### src/rtl/mips_pkg.sv
// Shared MIPS control definitions: opcodes, ALU function codes, PC-select
// encodings and the per-instruction control bundle carried down the pipe.
package mips_pkg;

  localparam logic [5:0] OP_RTYPE = 6'b000000;
  localparam logic [5:0] OP_NOPE  = 6'b000001;
  localparam logic [5:0] OP_J     = 6'b000010;
  localparam logic [5:0] OP_BEQ   = 6'b000100;
  localparam logic [5:0] OP_BNE   = 6'b000101;
  localparam logic [5:0] OP_ADDI  = 6'b001000;
  localparam logic [5:0] OP_LW    = 6'b100011;
  localparam logic [5:0] OP_SW    = 6'b101011;

  // Width of the func field inside the control bundle; the unit's FUNC_W is
  // expected to match it.
  localparam int CTRL_FUNC_W = 6;

  localparam logic [CTRL_FUNC_W-1:0] FUNC_ADDF = 6'b100000;
  localparam logic [CTRL_FUNC_W-1:0] FUNC_NOPF = 6'b000000;

  localparam logic [1:0] PC_SRC_SEQ    = 2'b00;
  localparam logic [1:0] PC_SRC_BRANCH = 2'b01;
  localparam logic [1:0] PC_SRC_JUMP   = 2'b10;

  typedef struct packed {
    logic                   alu_src;
    logic                   reg_dst;
    logic [CTRL_FUNC_W-1:0] func;
    logic                   mem_read;
    logic                   mem_write;
    logic                   reg_write;
    logic                   mem_to_reg;
  } ctrl_t;

  localparam ctrl_t CTRL_BUBBLE = '0;

endpackage

### src/rtl/ctrl_decode.sv
// Pure combinational opcode decoder: control bundle, illegal flag and the
// branch/jump class of the ID-stage instruction.
module ctrl_decode
  import mips_pkg::*;
#(
  parameter int OP_W   = 6,
  parameter int FUNC_W = 6,
  parameter int EN_IMM = 1
) (
  input  logic [OP_W-1:0]   opcode_i,
  input  logic [FUNC_W-1:0] func_i,
  output ctrl_t             ctrl_o,
  output logic              illegal_o,
  output logic              is_beq_o,
  output logic              is_bne_o,
  output logic              is_j_o
);

  always_comb begin
    ctrl_o    = CTRL_BUBBLE;
    illegal_o = 1'b0;
    is_beq_o  = 1'b0;
    is_bne_o  = 1'b0;
    is_j_o    = 1'b0;
    case (opcode_i)
      OP_W'(OP_LW): begin
        ctrl_o.alu_src    = 1'b1;
        ctrl_o.mem_to_reg = 1'b1;
        ctrl_o.reg_write  = 1'b1;
        ctrl_o.mem_read   = 1'b1;
        ctrl_o.func       = FUNC_ADDF;
      end
      OP_W'(OP_SW): begin
        ctrl_o.alu_src   = 1'b1;
        ctrl_o.mem_write = 1'b1;
        ctrl_o.func      = FUNC_ADDF;
      end
      OP_W'(OP_RTYPE): begin
        ctrl_o.reg_dst   = 1'b1;
        ctrl_o.reg_write = 1'b1;
        ctrl_o.func      = CTRL_FUNC_W'(func_i);
      end
      OP_W'(OP_BEQ):  is_beq_o = 1'b1;
      OP_W'(OP_BNE):  is_bne_o = 1'b1;
      OP_W'(OP_J):    is_j_o   = 1'b1;
      OP_W'(OP_NOPE): ;
      OP_W'(OP_ADDI): begin
        if (EN_IMM != 0) begin
          ctrl_o.alu_src   = 1'b1;
          ctrl_o.reg_write = 1'b1;
          ctrl_o.func      = FUNC_ADDF;
        end else begin
          illegal_o = 1'b1;
        end
      end
      default: illegal_o = 1'b1;
    endcase
  end

endmodule

### src/rtl/ctrl_pipe_unit.sv
// Pipeline control unit: ID decode, branch/jump resolution, load-use
// interlock, IF/ID flush sequencing and the EX/MEM/WB control registers.
module ctrl_pipe_unit
  import mips_pkg::*;
#(
  parameter int OP_W          = 6,
  parameter int FUNC_W        = 6,
  parameter int FLUSH_DEPTH   = 1,
  parameter int EN_IMM        = 1,
  parameter int LOADUSE_STALL = 1
) (
  input  logic              clk,
  input  logic              rst,
  input  logic [OP_W-1:0]   opcode_id,
  input  logic [FUNC_W-1:0] func_id,
  input  logic [4:0]        rs_id,
  input  logic [4:0]        rt_id,
  input  logic [4:0]        rd_id,
  input  logic              eq_regs,
  output logic              pc_write,
  output logic              ifid_write,
  output logic              ifid_flush,
  output logic [1:0]        pc_src,
  output logic              ex_alu_src,
  output logic              ex_reg_dst,
  output logic [FUNC_W-1:0] ex_func,
  output logic [4:0]        ex_dest,
  output logic              mem_read,
  output logic              mem_write,
  output logic              wb_reg_write,
  output logic              wb_mem_to_reg,
  output logic              illegal_op
);

  ctrl_t      dec_ctrl;
  logic       dec_illegal, dec_beq, dec_bne, dec_j;
  ctrl_t      id_ex_q, id_ex_d;
  logic [4:0] ex_dest_q, ex_dest_d;
  logic       ex_mem_read_q, ex_mem_write_q, ex_mem_reg_write_q, ex_mem_to_reg_q;
  logic       mem_wb_reg_write_q, mem_wb_to_reg_q;
  logic [1:0] flush_cnt_q, flush_cnt_d;
  logic       illegal_q, illegal_d;
  logic       stall;

  ctrl_decode #(
    .OP_W   (OP_W),
    .FUNC_W (FUNC_W),
    .EN_IMM (EN_IMM)
  ) u_decode (
    .opcode_i  (opcode_id),
    .func_i    (func_id),
    .ctrl_o    (dec_ctrl),
    .illegal_o (dec_illegal),
    .is_beq_o  (dec_beq),
    .is_bne_o  (dec_bne),
    .is_j_o    (dec_j)
  );

  assign stall = (LOADUSE_STALL != 0) && id_ex_q.mem_read && (ex_dest_q != 5'd0) &&
                 ((ex_dest_q == rs_id) || (ex_dest_q == rt_id));

  // Priority: reset, flush in progress (masks decode), load-use stall, normal issue.
  always_comb begin
    pc_write    = 1'b1;
    ifid_write  = 1'b1;
    ifid_flush  = 1'b0;
    pc_src      = PC_SRC_SEQ;
    id_ex_d     = CTRL_BUBBLE;
    ex_dest_d   = 5'd0;
    flush_cnt_d = flush_cnt_q;
    illegal_d   = illegal_q;
    if (rst) begin
      ifid_flush  = 1'b1;
      flush_cnt_d = 2'd0;
    end else if (flush_cnt_q != 2'd0) begin
      ifid_flush  = 1'b1;
      flush_cnt_d = flush_cnt_q - 2'd1;
    end else if (stall) begin
      pc_write   = 1'b0;
      ifid_write = 1'b0;
    end else begin
      id_ex_d   = dec_ctrl;
      ex_dest_d = dec_ctrl.reg_dst ? rd_id : rt_id;
      illegal_d = illegal_q | dec_illegal;
      if ((dec_beq && eq_regs) || (dec_bne && !eq_regs)) begin
        pc_src      = PC_SRC_BRANCH;
        ifid_flush  = 1'b1;
        flush_cnt_d = 2'(FLUSH_DEPTH - 1);
      end else if (dec_j) begin
        pc_src      = PC_SRC_JUMP;
        ifid_flush  = 1'b1;
        flush_cnt_d = 2'(FLUSH_DEPTH - 1);
      end
    end
  end

  always_ff @(posedge clk) begin
    if (rst) begin
      id_ex_q            <= CTRL_BUBBLE;
      ex_dest_q          <= 5'd0;
      ex_mem_read_q      <= 1'b0;
      ex_mem_write_q     <= 1'b0;
      ex_mem_reg_write_q <= 1'b0;
      ex_mem_to_reg_q    <= 1'b0;
      mem_wb_reg_write_q <= 1'b0;
      mem_wb_to_reg_q    <= 1'b0;
      flush_cnt_q        <= 2'd0;
      illegal_q          <= 1'b0;
    end else begin
      id_ex_q            <= id_ex_d;
      ex_dest_q          <= ex_dest_d;
      ex_mem_read_q      <= id_ex_q.mem_read;
      ex_mem_write_q     <= id_ex_q.mem_write;
      ex_mem_reg_write_q <= id_ex_q.reg_write;
      ex_mem_to_reg_q    <= id_ex_q.mem_to_reg;
      mem_wb_reg_write_q <= ex_mem_reg_write_q;
      mem_wb_to_reg_q    <= ex_mem_to_reg_q;
      flush_cnt_q        <= flush_cnt_d;
      illegal_q          <= illegal_d;
    end
  end

  assign ex_alu_src    = id_ex_q.alu_src;
  assign ex_reg_dst    = id_ex_q.reg_dst;
  assign ex_func       = FUNC_W'(id_ex_q.func);
  assign ex_dest       = ex_dest_q;
  assign mem_read      = ex_mem_read_q;
  assign mem_write     = ex_mem_write_q;
  assign wb_reg_write  = mem_wb_reg_write_q;
  assign wb_mem_to_reg = mem_wb_to_reg_q;
  assign illegal_op    = illegal_q;

endmodule

### config.mk
export PLATFORM = sky130hd
export DESIGN_NAME = ctrl_pipe_unit
export DESIGN_NICKNAME = d
export VERILOG_FILES = /design/src/rtl/mips_pkg.sv /design/src/rtl/ctrl_decode.sv /design/src/rtl/ctrl_pipe_unit.sv
export SDC_FILE = /design/constraint.sdc
export NUM_CORES = 1
export LEC_CHECK = 0
export ABC_AREA = 1
export CAP_MARGIN = 15
export CORE_MARGIN = 5
export CORE_UTILIZATION = 37
export DETAILED_ROUTE_END_ITERATION = 7
export PLACE_DENSITY = 0.75
export SLEW_MARGIN = 25
export SYNTH_ARGS = -nofsm -noshare
export SYNTH_HDL_FRONTEND = slang
export SYNTH_SLANG_ARGS = --single-unit
### constraint.sdc
create_clock -name clk -period 1.3 [get_ports clk]
set_input_delay 0.26 -clock clk [delete_from_list [all_inputs] [get_ports clk]]
set_output_delay 0.26 -clock clk [all_outputs]
set_load 0.005 [all_outputs]
==> flow_summary.json <==
{
  "run_status": "complete, but fails checks",
  "violations": "negative setup slack",
  "postCtsHoldBufs": 0,
  "synthFlopType": "dfxtp_1",
  "async_flop_share_pct": 0,
  "wl_per_cell_microns": 9.802,
  "fin_nets": 275,
  "worst_pin_slew_ns": 0.1976,
  "cts.sinks": 24,
  "dieArea_sq_um": 4525,
  "drv_cap": 0,
  "drtIter0Drc": 46,
  "cts_max_level": 1,
  "antenna_found_initial": 0,
  "worstPathMaxFanout": 3,
  "total_power_mw": 1.569,
  "core_sq_um": 3103,
  "ys_seq_area_share_pct": 39.59,
  "start_util_pct": 39.11,
  "cts_tree": "yes",
  "endpoint": "pc_src[0]",
  "yosysTopAreaCell": "dfxtp_1",
  "ant_nets": 0,
  "min_period_ns": 1.774,
  "overflow": 0,
  "num_antenna_cells": 0,
  "cts.path.max_buffers": 2,
  "track_usage_pct": 13.34,
  "critPathArrivalTime_ns": 1.51,
  "finalCritPeriodShare_pct": 136.4,
  "syn_area_per_cell_sq_um": 6.780,
  "synth_edf_count": 0,
  "drc": 0,
  "rr_endpoint": "ex_func[0]$_SDFF_PP0_",
  "vias": 1175,
  "power.density_nw_per_um2": 812.9,
  "yosysUniqueCellTypes": 19,
  "die_w_microns": 67.27,
  "drt-pass1-iter-count": 4,
  "clk_pin_slew_ns": 0.13,
  "synth.top_cells.by_count": "nand2_1, inv_1, nor2_1",
  "synth_area_sq_um": 1214,
  "rsz0062_at_grt": "yes",
  "fmax_ghz": 0.5638,
  "areaGrowthSynthToFinish_pct": 59.07,
  "gp_congestion": 0.7889,
  "io_pins": 53,
  "slew_violations": 0,
  "hpwl_microns": 2309,
  "yosysWarnings": 0,
  "startpoint": "rt_id[3]",
  "yosys-top-cells-area": "dfxtp_1, nand2_1, inv_1",
  "rows": 20,
  "p_leak_nw": 1.036,
  "synth_top_area_share_pct": 39.59,
  "crit_type": "primary input to output port",
  "numCtsBuffers": 3,
  "rrSetupSlack_ns": -0.08,
  "grt_pass1_wl_microns": 4581,
  "die_h_microns": 67.27,
  "synthMostInstantiatedCell": "nand2_1",
  "cts_root_buf": "clkbuf_4",
  "rr_worst_depth": 11,
  "fin_setup_tns_ns": -3.044,
  "worstPathRequired_ns": 1.04,
  "r2r_start": "ex_dest[1]$_SDFF_PP0_",
  "finClkSkew_ns": 0.002387,
  "setup_slack_ns": -0.4738,
  "placed_area_sq_um": 1839,
  "crit_path_start_kind": "primary input",
  "hold_class": "primary input to flip-flop",
  "netlist_instances": 179,
  "grt_max_degree": 15,
  "port_buffers": 52,
  "hold_viol": 0,
  "slew_headroom_pct": 86.74,
  "synth-seq-cells": 24,
  "ir_worst_vdd_v": 0.0004183,
  "pre_cts_ws_ns": -0.8569,
  "clk_latency_ns": 0.31,
  "first_global_vias": 1105,
  "via_per_inst": 4.080,
  "largest_reg_flops": 6,
  "layout-drive-gt1-share_pct": 28.69,
  "fillers": 320,
  "routed_wl_microns": 2823,
  "design_area_sq_um": 1931,
  "setup_violations": 22,
  "cp-end-kind": "output port",
  "syn_nets": 209
}
area by class of cell:
cell class	count	area, sq um	share of cell area [%]
flip-flops and latches	24	499.2	25.86
clock buffers	3	22.52	1.167
inverters	40	157.7	8.166
repair buffers	70	618.1	32.02
multi-input cells	106	548.0	28.39
well taps	44	55.05	2.852
clock inverters	1	30.03	1.555
stage by stage:
step,utilization [%],cells,hold slack [ns]
after global placement,59.27,282,0.3940
after global routing,62.22,288,0.3615
after detailed placement,59.27,282,0.3959
after CTS,60.48,286,0.4142
final,62.22,288,0.3389
after floorplan,-,179,0.3722
cell families (layout without fill, tap and decap cells):
| group | count (synthesis) | count (layout) | synth area share [%] |
|---|---|---|---|
| xor+xnor | 2 | 2 | 1.444 |
| simple gates | 96 | 96 | 37.01 |
| flops | 24 | 24 | 39.59 |
| compound gates | 8 | 8 | 3.299 |
| buf+inv | 49 | 114 | 18.66 |
cells in the final DEF (no fill, tap or decap), types with 4 or more instances in the layout:
master,Yosys,routed
buf_2,0,5
buf_4,7,16
clkdlybuf4s50_1,0,22
dfxtp_1,24,15
dfxtp_2,0,6
dlygate4sd2_1,0,23
inv_1,38,33
inv_2,2,5
nand2_1,42,41
nand3_1,7,5
nor2_1,26,21
nor2_2,11,15
o21ai_0,6,4
layer usage:
| metal | share of wire [%] | vias to the layer above | wire length [microns] | global-route usage, % |
|---|---|---|---|---|
| met5 | 0 | - | 0 | 0 |
| met4 | 1.2 | 0 | 35 | 6.076 |
| met3 | 5.5 | 2 | 154 | 2.163 |
| met2 | 51 | 29 | 1434 | 24.42 |
| met1 | 42 | 499 | 1199 | 14.98 |
| li1 | - | 645 | - | - |
report_power, final:
part           switching, mW  internal (mW)
combinational          0.119          0.156
clock                  0.219          0.311
sequential            0.0139          0.750
total                  0.352           1.22
critical path: stages:
cell,delay [ns]
clkdlybuf4s50_1,0.47
inv_1,0.05
nand2_1,0.05
nand2_1,0.05
nor2_1,0.11
nand3_1,0.09
nand2_2,0.12
nand2_4,0.06
nand2_4,0.09
nor2_2,0.04
buf_2,0.13
worst min-delay path by stage:
| stage | start | depth (start not counted) | to |
|---|---|---|---|
| floorplan | func_id[0] | 2 | ex_func[0]$_SDFF_PP0_ |
| finish | opcode_id[4] | 4 | id_ex_q[2]$_SDFF_PP0_ |
| global route | opcode_id[4] | 4 | id_ex_q[2]$_SDFF_PP0_ |
| detailed placement | ex_mem_reg_write_q$_SDFF_PP0_ | 2 | wb_reg_write$_SDFF_PP0_ |
| CTS | ex_mem_reg_write_q$_SDFF_PP0_ | 2 | wb_reg_write$_SDFF_PP0_ |
| global placement | id_ex_q[2]$_SDFF_PP0_ | 2 | mem_write$_SDFF_PP0_ |
repair_timing:
action / in CTS / in global routing
endpoints found under the hold margin: 0 / 0
gates resized for setup: 60 / 16
pin swaps: 10 / 11
endpoints found under the setup margin: 40 / 22
buffers inserted: 1 / 2
Note: power is estimated with default switching activity, not from simulation.
==> RTL edit (same settings) <==
`EN_IMM` is set to 1 in 2 places; all go to 0.
--- a/src/rtl/ctrl_decode.sv
+++ b/src/rtl/ctrl_decode.sv
@@ -5,7 +5,7 @@
 #(
   parameter int OP_W   = 6,
   parameter int FUNC_W = 6,
-  parameter int EN_IMM = 1
+  parameter int EN_IMM = 0
 ) (
   input  logic [OP_W-1:0]   opcode_i,
   input  logic [FUNC_W-1:0] func_i,
--- a/src/rtl/ctrl_pipe_unit.sv
+++ b/src/rtl/ctrl_pipe_unit.sv
@@ -6,7 +6,7 @@
   parameter int OP_W          = 6,
   parameter int FUNC_W        = 6,
   parameter int FLUSH_DEPTH   = 1,
-  parameter int EN_IMM        = 1,
+  parameter int EN_IMM        = 0,
   parameter int LOADUSE_STALL = 1
 ) (
   input  logic              clk,
Behaviour: not the same (a bounded check fails within 4 cycles, from zero or initial values and one cycle with rst high).
==> RTL edit against the original RTL <==
- the flow still finishes with violations (negative setup slack)
- power increased by 0.94%
- utilization increased by 2.5 points
- cell area increased by 2.3%
- sequential cell count unchanged
- synthesized area decreased by 2.5%
- critical path depth decreased by 3
- clock skew increased by 12 ps
- wire length decreased by 1.3%
- setup slack improved by 56 ps
- critical endpoint unchanged
==> RTL edit: results (changes against the original RTL) <==
metric,value,unit,change
avgSynthCellArea,7.00,µm²,+3.3%
cts_resized,65,,+8.3%
synth_xor_area_frac,0.0222,,+0.00777
fin_skew,14.3,ps,+11.9 ps
wl_met3,200,µm,+30%
violations,negative setup slack,,
synth-compound-area-share,0.0285,,-0.00445
synthTopCellsByCount,"nand2_1, inv_1, nor2_1",,
synth_cell_types,25,,+6
grt_pass1_vias,1038,,-6.1%
fin_nets,271,,-1.5%
grt_pass1_wl,4310,µm,-6.0%
seqPwrFrac,0.480,,-0.007
drt-initial-drc-count,46,,unchanged
yosys-top-cells-area,"dfxtp_1, nand2_1, inv_1",,
wl_met2,1340,µm,-6.8%
dpl_worst_slack,-801,ps,+55.7 ps
r2r-end,id_ex_q[1],,
setup_ws,-417,ps,+56.3 ps
grtUsageMet2,0.214,,-0.0301
worst_path_max_delay_cell,dfxtp_4,,
holdWs,236,ps,-102 ps
ys_seq_area_frac,0.406,,+0.0100
powerComb,293,µW,+7%
ir_drop,0.392,mV,-6.3%
outcome,"finished, violations left",,
met1_usage,0.151,,+0.00153
place.gp.congestion,0.761,,-3.6%
cp_top_family,flip-flops,,
r2r_slack,10,ps,+90 ps
maxSlewHeadroom,0.751,,-0.116
crit_fanout,4,,+1
diodes,0,,unchanged
placed_area,1860,µm²,+1.0%
viasPerCell,4.10,,+0.37%
cts_buffers,3,,unchanged
crit_arrival,1460,ps,-50 ps
startpoint,ex_dest[3],,
dpl.hpwl,2160,µm,-6.6%
synth_nets,199,,-4.8%
slowest_delay,380,ps,-90 ps
worst-r2r-cell-count,10,,-1
power.switching,362,µW,+2.7%
reg2reg_from,ex_dest[4],,
drive_above_1_share,0.354,,+0.0673
m1WireLength,1210,µm,+1.3%
fill_cells,297,,-7.2%
drt-total-wl,2790,µm,-1.3%
placed_cells,277,,-1.8%
grt_use_total,0.125,,-0.00825
fin_setup_tns,-1940,ps,+1110 ps
setup_viol,5,,-77%
min_delay_path_depth,3,,-1
use_met3,0.0236,,+0.00198
vias,1163,,-1.0%
p_leak,0.00106,µW,+2.1%
-- RTL edit: cell count changes in the layout (fill, tap and decap cells not counted), moves of 3 or more --
cell,change
buf_4,+5
clkbuf_2,+4
clkdlybuf4s50_1,-3
dfxtp_2,-3
inv_1,-5
inv_2,+5
nand2_1,-7
nand3_1,-3
nor2_2,-5
o21ai_0,-3
-- RTL edit: worst max path at each step --
stage	endpoint	slack (ps)	cells past startpoint
after floorplan	pc_write	3	8
after global placement	ifid_flush	-810	11
after detailed placement	ifid_flush	-800	8
after CTS	ifid_flush	-450	10
after global routing	ifid_flush	-540	10
final	pc_src[0]	-420	8
-- RTL edit: final cells by class --
class,instances,area [µm²],share of cell area
Clock buffer,3,22.5,0.0114
Sequential cell,24,503,0.255
Inverter,39,151,0.0766
Clock inverter,1,30.0,0.0152
Timing Repair Buffer,74,632,0.320
Multi-Input combinational cell,98,577,0.292
Tap cell,44,55.1,0.0279
Timing Repair inverter,1,5.00,0.00253
